==> config.mk <==
export PLATFORM = sky130hd
export DESIGN_NAME = cdc_fifo_rd_ctrl
export DESIGN_NICKNAME = d
export VERILOG_FILES = /design/src/rtl/cdc_fifo_pkg.sv /design/src/rtl/cdc_sync.sv /design/src/rtl/cdc_fifo_rd_ctrl.sv
export SDC_FILE = /design/constraint.sdc
export NUM_CORES = 1
export LEC_CHECK = 0
export ABC_AREA = 1
export CORE_MARGIN = 4
export CORE_UTILIZATION = 46
export CTS_BUF_LIST = sky130_fd_sc_hd__clkbuf_4 sky130_fd_sc_hd__clkbuf_8
export CTS_CLUSTER_SIZE = 30
export DETAILED_ROUTE_END_ITERATION = 10
export PLACE_DENSITY = 0.74
export REMOVE_ABC_BUFFERS = 1
export SYNTH_ARGS = -nofsm -noshare
export SYNTH_HDL_FRONTEND = slang
export SYNTH_SLANG_ARGS = --single-unit
==> constraint.sdc <==
create_clock -name clk -period 1.8 [get_ports clk]
set_input_delay 0.36 -clock clk [delete_from_list [all_inputs] [get_ports clk]]
set_output_delay 0.36 -clock clk [all_outputs]
set_load 0.02 [all_outputs]
==> src/rtl/cdc_fifo_pkg.sv <==
// Shared pointer helpers for the dual-clock FIFO read and write controllers.
// Gray conversions work on a wide vector; callers zero-extend and cast back to pointer width.
package cdc_fifo_pkg;

   localparam int ADDR_W_DEFAULT = 3;
   localparam int PTR_MAX_W      = 32;

   function automatic logic [PTR_MAX_W-1:0] bin2gray(input logic [PTR_MAX_W-1:0] b);
      return b ^ (b >> 1'b1);
   endfunction

   // Each binary bit is the XOR of all Gray bits at and above it.
   function automatic logic [PTR_MAX_W-1:0] gray2bin(input logic [PTR_MAX_W-1:0] g);
      logic [PTR_MAX_W-1:0] b;
      b[PTR_MAX_W-1] = g[PTR_MAX_W-1];
      for (int i = PTR_MAX_W - 2; i >= 0; i--) begin
         b[i] = b[i+1] ^ g[i];
      end
      return b;
   endfunction

endpackage

==> src/rtl/cdc_sync.sv <==
// Multi-flop synchronizer for a Gray-coded bus crossing into the clk domain.
// Shared by both FIFO controllers; only one bit of the bus may change per source update.
module cdc_sync #(
   parameter int WIDTH  = 1,
   parameter int STAGES = 2
) (
   input  logic             clk,
   input  logic             rst_n,
   input  logic [WIDTH-1:0] d_i,
   output logic [WIDTH-1:0] q_o
);

   logic [WIDTH-1:0] sync_q [STAGES];

   // Synchronizer shift chain; the first flop is the only reader of the asynchronous input.
   always_ff @(posedge clk or negedge rst_n) begin
      if (!rst_n) begin
         for (int i = 0; i < STAGES; i++) begin
            sync_q[i] <= {WIDTH{1'b0}};
         end
      end else begin
         sync_q[0] <= d_i;
         for (int i = 1; i < STAGES; i++) begin
            sync_q[i] <= sync_q[i-1];
         end
      end
   end

   assign q_o = sync_q[STAGES-1];

endmodule

==> src/rtl/cdc_fifo_rd_ctrl.sv <==
// Read-side pointer and flag controller of an asynchronous FIFO.
// Define CDC_FIFO_ALMOST_EMPTY_EN to build in the almost_empty flag and its AE_THRESH parameter.
module cdc_fifo_rd_ctrl
   import cdc_fifo_pkg::*;
#(
   parameter int ADDR_W      = ADDR_W_DEFAULT,
   parameter int SYNC_STAGES = 2
`ifdef CDC_FIFO_ALMOST_EMPTY_EN
   ,
   parameter int AE_THRESH   = 2
`endif
) (
   input  logic              clk,
   input  logic              rst_n,
   input  logic [ADDR_W:0]   wptr_gray,
   input  logic              rd_en,
   output logic [ADDR_W-1:0] rd_addr,
   output logic              rd_valid,
   output logic [ADDR_W:0]   rptr_gray,
   output logic              empty,
   output logic [ADDR_W:0]   level,
   output logic              underflow
`ifdef CDC_FIFO_ALMOST_EMPTY_EN
   ,
   output logic              almost_empty
`endif
);

   localparam int PW = ADDR_W + 1;

   logic [ADDR_W:0] wsync_gray;
   logic [ADDR_W:0] wsync_bin;
   logic [ADDR_W:0] rbin_q,      rbin_d;
   logic [ADDR_W:0] rptr_gray_q, rptr_gray_d;
   logic [ADDR_W:0] level_q,     level_d;
   logic            empty_q,     empty_d;
   logic            rd_valid_q,  rd_valid_d;
   logic            underflow_q, underflow_d;
   logic            accept;

   cdc_sync #(
      .WIDTH  (PW),
      .STAGES (SYNC_STAGES)
   ) u_wptr_sync (
      .clk   (clk),
      .rst_n (rst_n),
      .d_i   (wptr_gray),
      .q_o   (wsync_gray)
   );

   // Next-state pointer and flags; empty and level use the post-read pointer so the last read closes the FIFO at once.
   always_comb begin
      accept      = 1'b0;
      underflow_d = underflow_q;
      if (rd_en && !empty_q) begin
         accept = 1'b1;
      end else begin
         accept = 1'b0;
      end
      if (rd_en && empty_q) begin
         underflow_d = 1'b1;
      end else begin
         underflow_d = underflow_q;
      end
      rbin_d      = rbin_q + {{ADDR_W{1'b0}}, accept};
      rptr_gray_d = PW'(bin2gray(PTR_MAX_W'(rbin_d)));
      wsync_bin   = PW'(gray2bin(PTR_MAX_W'(wsync_gray)));
      empty_d     = (rptr_gray_d == wsync_gray);
      level_d     = wsync_bin - rbin_d;
      rd_valid_d  = accept;
   end

   // Read-domain state; async reset also discards any read still in flight.
   always_ff @(posedge clk or negedge rst_n) begin
      if (!rst_n) begin
         rbin_q      <= {PW{1'b0}};
         rptr_gray_q <= {PW{1'b0}};
         level_q     <= {PW{1'b0}};
         empty_q     <= 1'b1;
         rd_valid_q  <= 1'b0;
         underflow_q <= 1'b0;
      end else begin
         rbin_q      <= rbin_d;
         rptr_gray_q <= rptr_gray_d;
         level_q     <= level_d;
         empty_q     <= empty_d;
         rd_valid_q  <= rd_valid_d;
         underflow_q <= underflow_d;
      end
   end

`ifdef CDC_FIFO_ALMOST_EMPTY_EN
   logic ae_q, ae_d;

   // Threshold compare on the same next-state level that feeds the level register.
   always_comb begin
      ae_d = (PTR_MAX_W'(level_d) <= $unsigned(AE_THRESH));
   end

   // Almost-empty register starts set because the FIFO is empty out of reset.
   always_ff @(posedge clk or negedge rst_n) begin
      if (!rst_n) begin
         ae_q <= 1'b1;
      end else begin
         ae_q <= ae_d;
      end
   end

   assign almost_empty = ae_q;
`else
   // Almost-empty flag not built in this configuration.
`endif

   assign rd_addr   = rbin_q[ADDR_W-1:0];
   assign rd_valid  = rd_valid_q;
   assign rptr_gray = rptr_gray_q;
   assign empty     = empty_q;
   assign level     = level_q;
   assign underflow = underflow_q;

endmodule
# == Yosys cells after proc, flatten, opt, wreduce, memory -nomap -nowiden ==
# Cells that the tools add are included.
# word_totals
out_inout_bits,14
elab_cells,19
reg_bits,23
input_bits,7
# classes
muxes,1
add_sub_neg,2
eq_ne,1
bitwise,4
n_reduce_logical,3
# op_table
op,n
$add A4 B1 Y4,1
$eq A4 B4 Y1,1
$sub A4 B4 Y4,1
$xor A4 B3 Y4,1
$xor A1 B1 Y1,3
$logic_and A1 B1 Y1,2
$logic_not A1 Y1,1
$mux W1,1

# == Longest topological paths before layout ==
# depth
depth_word,6
ltp_mapped,14
mapped_depth_nobuf,14

# == Cells and area by module ==
# Synthesis repeated with hierarchy kept, for this count alone.
# hier_totals
cells_unflattened,103
area_unflattened_um2,998.5
# by_module_without_submodules
module,instances,seq_area_each_um2,area_per_inst_um2,cells_per_inst
cdc_fifo_rd_ctrl,1,351.6,768.2,91
cdc_sync,1,200.2,230.2,12

# == Least setup slack after synthesis ==
# No wires, ideal clock.
# synth_path
kind,register to register
start,reg empty_q (netlist: empty)
end,reg level_q[2] (netlist: level[2])
setup_ps,122
required_ps,1678
period_less_slack_ps,1927
path_buffers,0
stages_incl_launch_ff,12
slack_ps,-127
arrival_time_ps,1804
cell_sequence,dfstp_2 nor2_1 ha_1 ha_1 inv_1 nand3_1 nand2_1 inv_1 ha_1 inv_1 nand2_1 xnor2_1
# synth_between
elab_chain_len,5
# synth_rtl
element,line_no,text
"start, declared",cdc_fifo_rd_ctrl.sv:36,"logic empty_q, empty_d;"
"start signal, assigned",cdc_fifo_rd_ctrl.sv:86,empty_q <= empty_d;
$logic_not A1 Y1,cdc_fifo_rd_ctrl.sv:55,if (rd_en && !empty_q) begin
$logic_and A1 B1 Y1,cdc_fifo_rd_ctrl.sv:55,
$mux W1,cdc_fifo_rd_ctrl.sv:55,
via accept,cdc_fifo_rd_ctrl.sv:39,logic accept;
$add A4 B1 Y4,cdc_fifo_rd_ctrl.sv:65,"rbin_d = rbin_q + {{ADDR_W{1'b0}}, accept};"
$sub A4 B4 Y4,cdc_fifo_rd_ctrl.sv:69,level_d = wsync_bin - rbin_d;
via level_d[2],cdc_fifo_rd_ctrl.sv:35,"logic [ADDR_W:0] level_q, level_d;"
"end signal, assigned",cdc_fifo_rd_ctrl.sv:78,level_q <= {PW{1'b0}};
"end signal, assigned",cdc_fifo_rd_ctrl.sv:85,level_q <= level_d;
"end, declared",cdc_fifo_rd_ctrl.sv:35,
# The timed path passes the listed nets, and every way through them passes these cells.
# A chain may end at the register's enable or synchronous reset.

# == Final worst setup path ==
# layout_path
start,reg u_wptr_sync.sync_q (netlist bit u_wptr_sync.q_o[2])
end,reg level_q[2] (netlist: level[2])
# layout_between
elab_chain_len,4
# layout_rtl
element,line_no,text
"start, declared",cdc_sync.sv:13,logic [WIDTH-1:0] sync_q [STAGES];
"start signal, assigned by index",cdc_sync.sv:19,sync_q[i] <= {WIDTH{1'b0}};
"start signal, assigned by index",cdc_sync.sv:24,sync_q[i] <= sync_q[i-1];
$xor A1 B1 Y1 *,cdc_fifo_pkg.sv:17,b[i] = b[i+1] ^ g[i];
$xor A1 B1 Y1 (2 in series),cdc_fifo_pkg.sv:17,
$sub A4 B4 Y4 *,cdc_fifo_rd_ctrl.sv:69,
via level_d[2],cdc_fifo_rd_ctrl.sv:35,
# Mark *: on every way through the listed nets, which the timed path passes. The rest lies on a longest branch.

==> reports/summary.json <==
{
  "route.detailed.wl_per_inst_um": 13.9,
  "synth_common_cells": "nand2_1, dfrtp_1, inv_1",
  "powerDensity_nw_per_um2": 2040,
  "synth_top_area_frac": 0.543,
  "p_leak_uw": 0.000775,
  "fin_total_pwr_uw": 3080,
  "setup_slack_ns": -0.0610,
  "gate_family_responsible_for_the_most_delay_along_the_worst_path": "flip-flops",
  "grt_setup_unrepaired": "yes",
  "synth_cell_type_count": 14,
  "ir_worst_vdd_mv": 1.15,
  "drt_drc_violations_left": 0,
  "start_util": 0.489,
  "grt_pass1_vias": 777,
  "ys_async_sr_fraction": 1.00,
  "first_pass_iters": 4,
  "period_needed_ns": 1.86,
  "cts_sinks": 22,
  "synthMostInstantiatedCell": "nand2_1",
  "ys.flop_type": "dfrtp_1",
  "sequential_fraction_of_the_synthesis_area": 0.570,
  "slew-limit-headroom": 0.818,
  "grt_first_pass_wirelength_um": 2980,
  "period_share": 1.03,
  "place_ws_ns": -0.474,
  "setup_slack_of_the_most_critical_reg_to_reg_path_ns": -0.06,
  "post-synth-top-area-cell": "dfrtp_1",
  "die_area_um2": 2900,
  "crit_arrival_ns": 2.11,
  "timing.final.setup_violations": 3,
  "row_count": 16,
  "timing.critical_path.to_type": "flop",
  "synth_top_cells_by_area": "dfrtp_1, nand2_1, inv_1, ha_1, nand2_2",
  "die_height_um": 53.9,
  "number_of_antenna_violations_at_the_first_check_in_global_routing": 0,
  "cts_htree_levels": 1,
  "tritoncts.num_buffers": 3,
  "ctsLongestPathBuffers": 2,
  "proportion_of_layout_cells_with_a_drive_suffix_above_1": 0.435,
  "io_buffers": 20,
  "routabilityCongestion": 0.745,
  "drv_slew": 0,
  "hold_bufs_at_cts": 0,
  "timing.critical_path.buf_inv": 4,
  "critical-path-top-cell-by-count": "inv_1",
  "critical-path-slowest-cell": "dfrtp_1",
  "outcome": "complete, but fails checks",
  "avgSynthCellArea_um2": 9.78,
  "viasPerCell": 4.73,
  "worst-endpoint-required_ns": 2.05,
  "clock_tree_from_tritoncts": "done",
  "worst-path-stages": 12,
  "critical_path.startpoint": "u_wptr_sync.q_o[2]",
  "path_max_fanout": 4,
  "vias": 780,
  "gr-total-overflow": 0,
  "finalClockSkew_ns": 0.00508,
  "fmaxAchievable_ghz": 0.537,
  "yosys_register_bits": 22,
  "synth_area_um2": 968,
  "antenna_cells_inserted": 0,
  "worst_slew_pin_slew_ns": 0.274,
  "layout.nets": 151,
  "grt_max_degree": 23,
  "core_region_area_um2": 1980,
  "class_of_the_tightest_hold_or_removal_check": "flop to flop",
  "worst_path_clk_slew_ns": 0.12,
  "place.detailed.hpwl_um": 1320,
  "clk_latency_ns": 0.32,
  "post_synth_inst_count": 99,
  "worst_path_largest_cell_delay_ns": 0.42,
  "grt_usage": 0.147,
  "io_pins": 21,
  "timing.setup.critical_path_class": "flop to flop",
  "final_hold_violations": 0,
  "startpoint_type": "flop",
  "drt_wl_total_um": 2300,
  "horizontal_die_dimension_um": 53.9,
  "worst_r2r_endpoint": "level[2]",
  "tns_ns": -0.112,
  "first_iteration_detailed_routing_drc_count": 15,
  "cts_root_buffer": "clkbuf_4",
  "rr_worst_depth": 12,
  "path_cells": "inv_1, nand2_1, nand3_2, nand2_2, xor2_1, inv_1, ha_1, inv_1, ha_2, inv_2, nand2_2, xnor2_2",
  "r2r-start": "u_wptr_sync.q_o[2]",
  "critical_path.endpoint": "level[2]",
  "yosys_warnings": 0,
  "ant_nets": 0,
  "flow.area_growth_from_synthesis_pct": 55.8,
  "synth_edf_count": 0,
  "cap_viol_max_count": 0,
  "hold-worst-slack_ns": 0.362,
  "failed_checks": "negative setup slack"
}
==> metal layers <==
metal / routed length [um] / global-route usage / up-vias
met5: 0 / 0 / -
li1: - / - / 374
met1: 810 / 0.159 / 369
met3: 161 / 0.0360 / 7
met4: 49 / 0.0638 / 0
met2: 1280 / 0.268 / 30
==> final cells by class <==
type	instances	area, um^2
multi-input cells	60	494
flip-flops and latches	22	553
repair buffers	35	325
fillers	129	473
clock buffers	4	36.3
inverters	17	66.3
well taps	27	33.8
==> through the flow <==
stage / cell area [um^2] / utilization / std cells
global placement: 1260 / 0.637 / 154
global route: 1510 / 0.761 / 165
floorplan: 968 / - / 99
detailed placement: 1260 / 0.637 / 154
finish: 1510 / 0.761 / 165
CTS: 1330 / 0.669 / 158
==> cell families after synthesis <==
group | share of synthesized area
adder cells (fa/ha/maj) | 0.0646
XOR/XNOR | 0.0633
buffers and inverters | 0.0659
AND/OR/NAND/NOR | 0.229
flip-flops | 0.570
AO/OA/AOI/OAI | 0.00775
==> flip-flops by register name, summed over array words and instances (netlist names) <==
signal              flops
level                   4
u_wptr_sync.q_o         4
u_wptr_sync.sync_q      4
empty                   1
rbin_q                  4
rd_valid                1
underflow               1
rptr_gray               3
==> worst min-delay path by stage <==
stage,startpoint,end,cells past startpoint
after floorplan,rst_n,level[0],0
after global placement,u_wptr_sync.sync_q[7],u_wptr_sync.q_o[3],0
after detailed placement,u_wptr_sync.sync_q[7],u_wptr_sync.q_o[3],0
after CTS,u_wptr_sync.sync_q[7],u_wptr_sync.q_o[3],0
after global routing,u_wptr_sync.sync_q[6],u_wptr_sync.q_o[2],0
final,u_wptr_sync.sync_q[7],u_wptr_sync.q_o[3],0
==> cells in the final DEF (no fill, tap or decap), drive strengths merged <==
master | Yosys | routed
clkdlybuf4s50 | 0 | 15
inv | 17 | 17
xnor2 | 2 | 2
xor2 | 5 | 5
dlygate4sd2 | 0 | 2
clkbuf | 0 | 4
nand4 | 1 | 1
nand3 | 10 | 10
buf | 0 | 15
a21o | 1 | 1
nor2 | 5 | 5
ha | 5 | 5
dfstp | 1 | 1
nand2 | 31 | 31
dlymetal6s2s | 0 | 3
dfrtp | 21 | 21
==> timing repair <==
action,in CTS,in global routing
resized for setup,7,35
buffers inserted,0,7
pin swaps,5,17
hold endpoints to repair,0,0
setup endpoints to repair,5,5
==> power by group <==
group | total [uW] | leakage, uW | switching [uW] | internal, uW
clock | 275 | 0.0000210 | 152 | 124
combinational | 2000 | 0.000499 | 1000 | 1000
sequential | 803 | 0.000255 | 124 | 679
No activity file was read; power rests on OpenSTA's default activity.
==> edit, RTL diff (same flow settings) <==
`SYNC_STAGES`: 2 -> 4.
--- a/src/rtl/cdc_fifo_rd_ctrl.sv
+++ b/src/rtl/cdc_fifo_rd_ctrl.sv
@@ -5,5 +5,5 @@
 #(
    parameter int ADDR_W      = ADDR_W_DEFAULT,
-   parameter int SYNC_STAGES = 2
+   parameter int SYNC_STAGES = 4
 `ifdef CDC_FIFO_ALMOST_EMPTY_EN
    ,
Check against the original RTL: not equivalent (Yosys sat finds a counterexample within 4 cycles, from zero or initial values and one cycle with rst_n low).
==> edit against the original RTL <==
The flow still finishes with violations (negative setup slack); combinational power down 6%; power grew 16%; setup slack better by 0.043 ns; wire length is 1.1% higher; clock skew up 0.0045 ns; clock power increased to 2.6 times the old value; sequential share of layout area rose by 6.6 points; sequential cell count grew 8; non-clock buffer count unchanged; design area is 15% higher; largest power group unchanged; critical path depth grew 1; sequential power increased by 21%; synthesized area rose by 21%.
==> edit: results (changes against the original RTL) <==
.. list-table::
   :header-rows: 1

   * - Metric
     - Value
   * - End point of the most critical hold path
     - underflow$_DFFE_PN0P_
   * - Leakage
     - 0.8784 nW (+13%)
   * - Clock slew seen by the registers of the worst setup and hold paths
     - 0.09 ns (-0.03 ns)
   * - Reg2Reg Launch Point
     - empty$_DFF_PN1_
   * - Slew at the pin with the worst max-slew slack
     - 0.3653 ns (+0.09170 ns)
   * - Critical path launch point
     - empty$_DFF_PN1_
   * - Failing checks
     - negative setup slack
   * - Data arrival time of the worst path
     - 2.05 ns (-0.06 ns)
   * - IR drop worst, VDD
     - 0.001674 V (+45%)
   * - Run status
     - finished with violations
   * - Post-CTS sizing
     - 11 (+4)
   * - Setup tns final
     - -0.03494 ns (+0.07666 ns)
   * - Startpoint of the tightest hold check path
     - rd_en
   * - Final-layout fill cell count
     - 168 (+30%)
   * - Largest delay contributor family on the critical path
     - simple AND/OR/NAND/NOR gates
   * - Wire length of the first global-routing pass
     - 3.332 mm (+12%)
   * - Endpoint of the lowest-slack register-to-register path
     - level[3]$_DFF_PN0_
   * - Portion of total power attributed to the clock network
     - 19.8% (+11 points)
   * - Post-synthesis share of cell area spent on xor and xnor gates
     - 5.246% (-1.1 points)
   * - Top post-synthesis cells by area
     - sky130_fd_sc_hd__dfrtp_1 (62%), sky130_fd_sc_hd__nand2_1 (7.1%), sky130_fd_sc_hd__inv_1 (5.5%)
   * - Share of post-route cells with drive strength above 1
     - 38.00% (-5.5 points)
   * - Layout Skew
     - 0.009602 ns (+0.004521 ns)
   * - Setup WS post-layout
     - -0.01840 ns (+0.04257 ns)
   * - Setup repair bufs after CTS
     - 1 (+1)
   * - Number of H-tree levels
     - 2 (+1)
   * - Total number of vias
     - 855 (+9.6%)
   * - # nets final
     - 161 (+6.6%)
   * - Setup-failing EPs final
     - 2 (-1)
   * - Synth Area in Adders
     - 5.353% (-1.1 points)
   * - Via count of the first global-routing pass
     - 811 (+4.4%)
   * - Peak per-stage delay on the critical path
     - 0.56 ns (+0.14 ns)
   * - Placer's final routability congestion estimate
     - 0.8760 (+18%)
   * - Sequential cell area fraction in the yosys report
     - 64.35% (+7.4 points)
   * - Total routing resource utilization after global routing
     - 13.90% (-0.79 points)
edit: area by class of cell:
cell class                      count  area (sq um)  share of cell area, %
Sequential cell                    30         752.0                  43.24
Multi-Input combinational cell     60         440.4                  25.32
Timing Repair Buffer               35         331.6                  19.06
Inverter                           17         66.31                  3.813
Clock inverter                      2         60.06                  3.453
Clock buffer                        6         51.30                  2.950
Tap cell                           30         37.54                  2.158
edit: metal layers:
layer  part of all wire (%)  global-route usage, %
met5                      0                      0
met4                    3.0                  12.25
met3                    8.9                  6.360
met2                     50                  21.05
met1                     38                  14.39
edit: per-stage QoR:
stage | hold slack, ns | worst slack [ns] | cells
finish | 0.2676 | -0.01840 | 180
CTS | 0.3549 | -0.005384 | 174
floorplan | 0.06441 | -0.1267 | 107
global placement | 0.3330 | -0.4009 | 165
global route | 0.2735 | -0.1016 | 180
detailed placement | 0.3347 | -0.4367 | 165
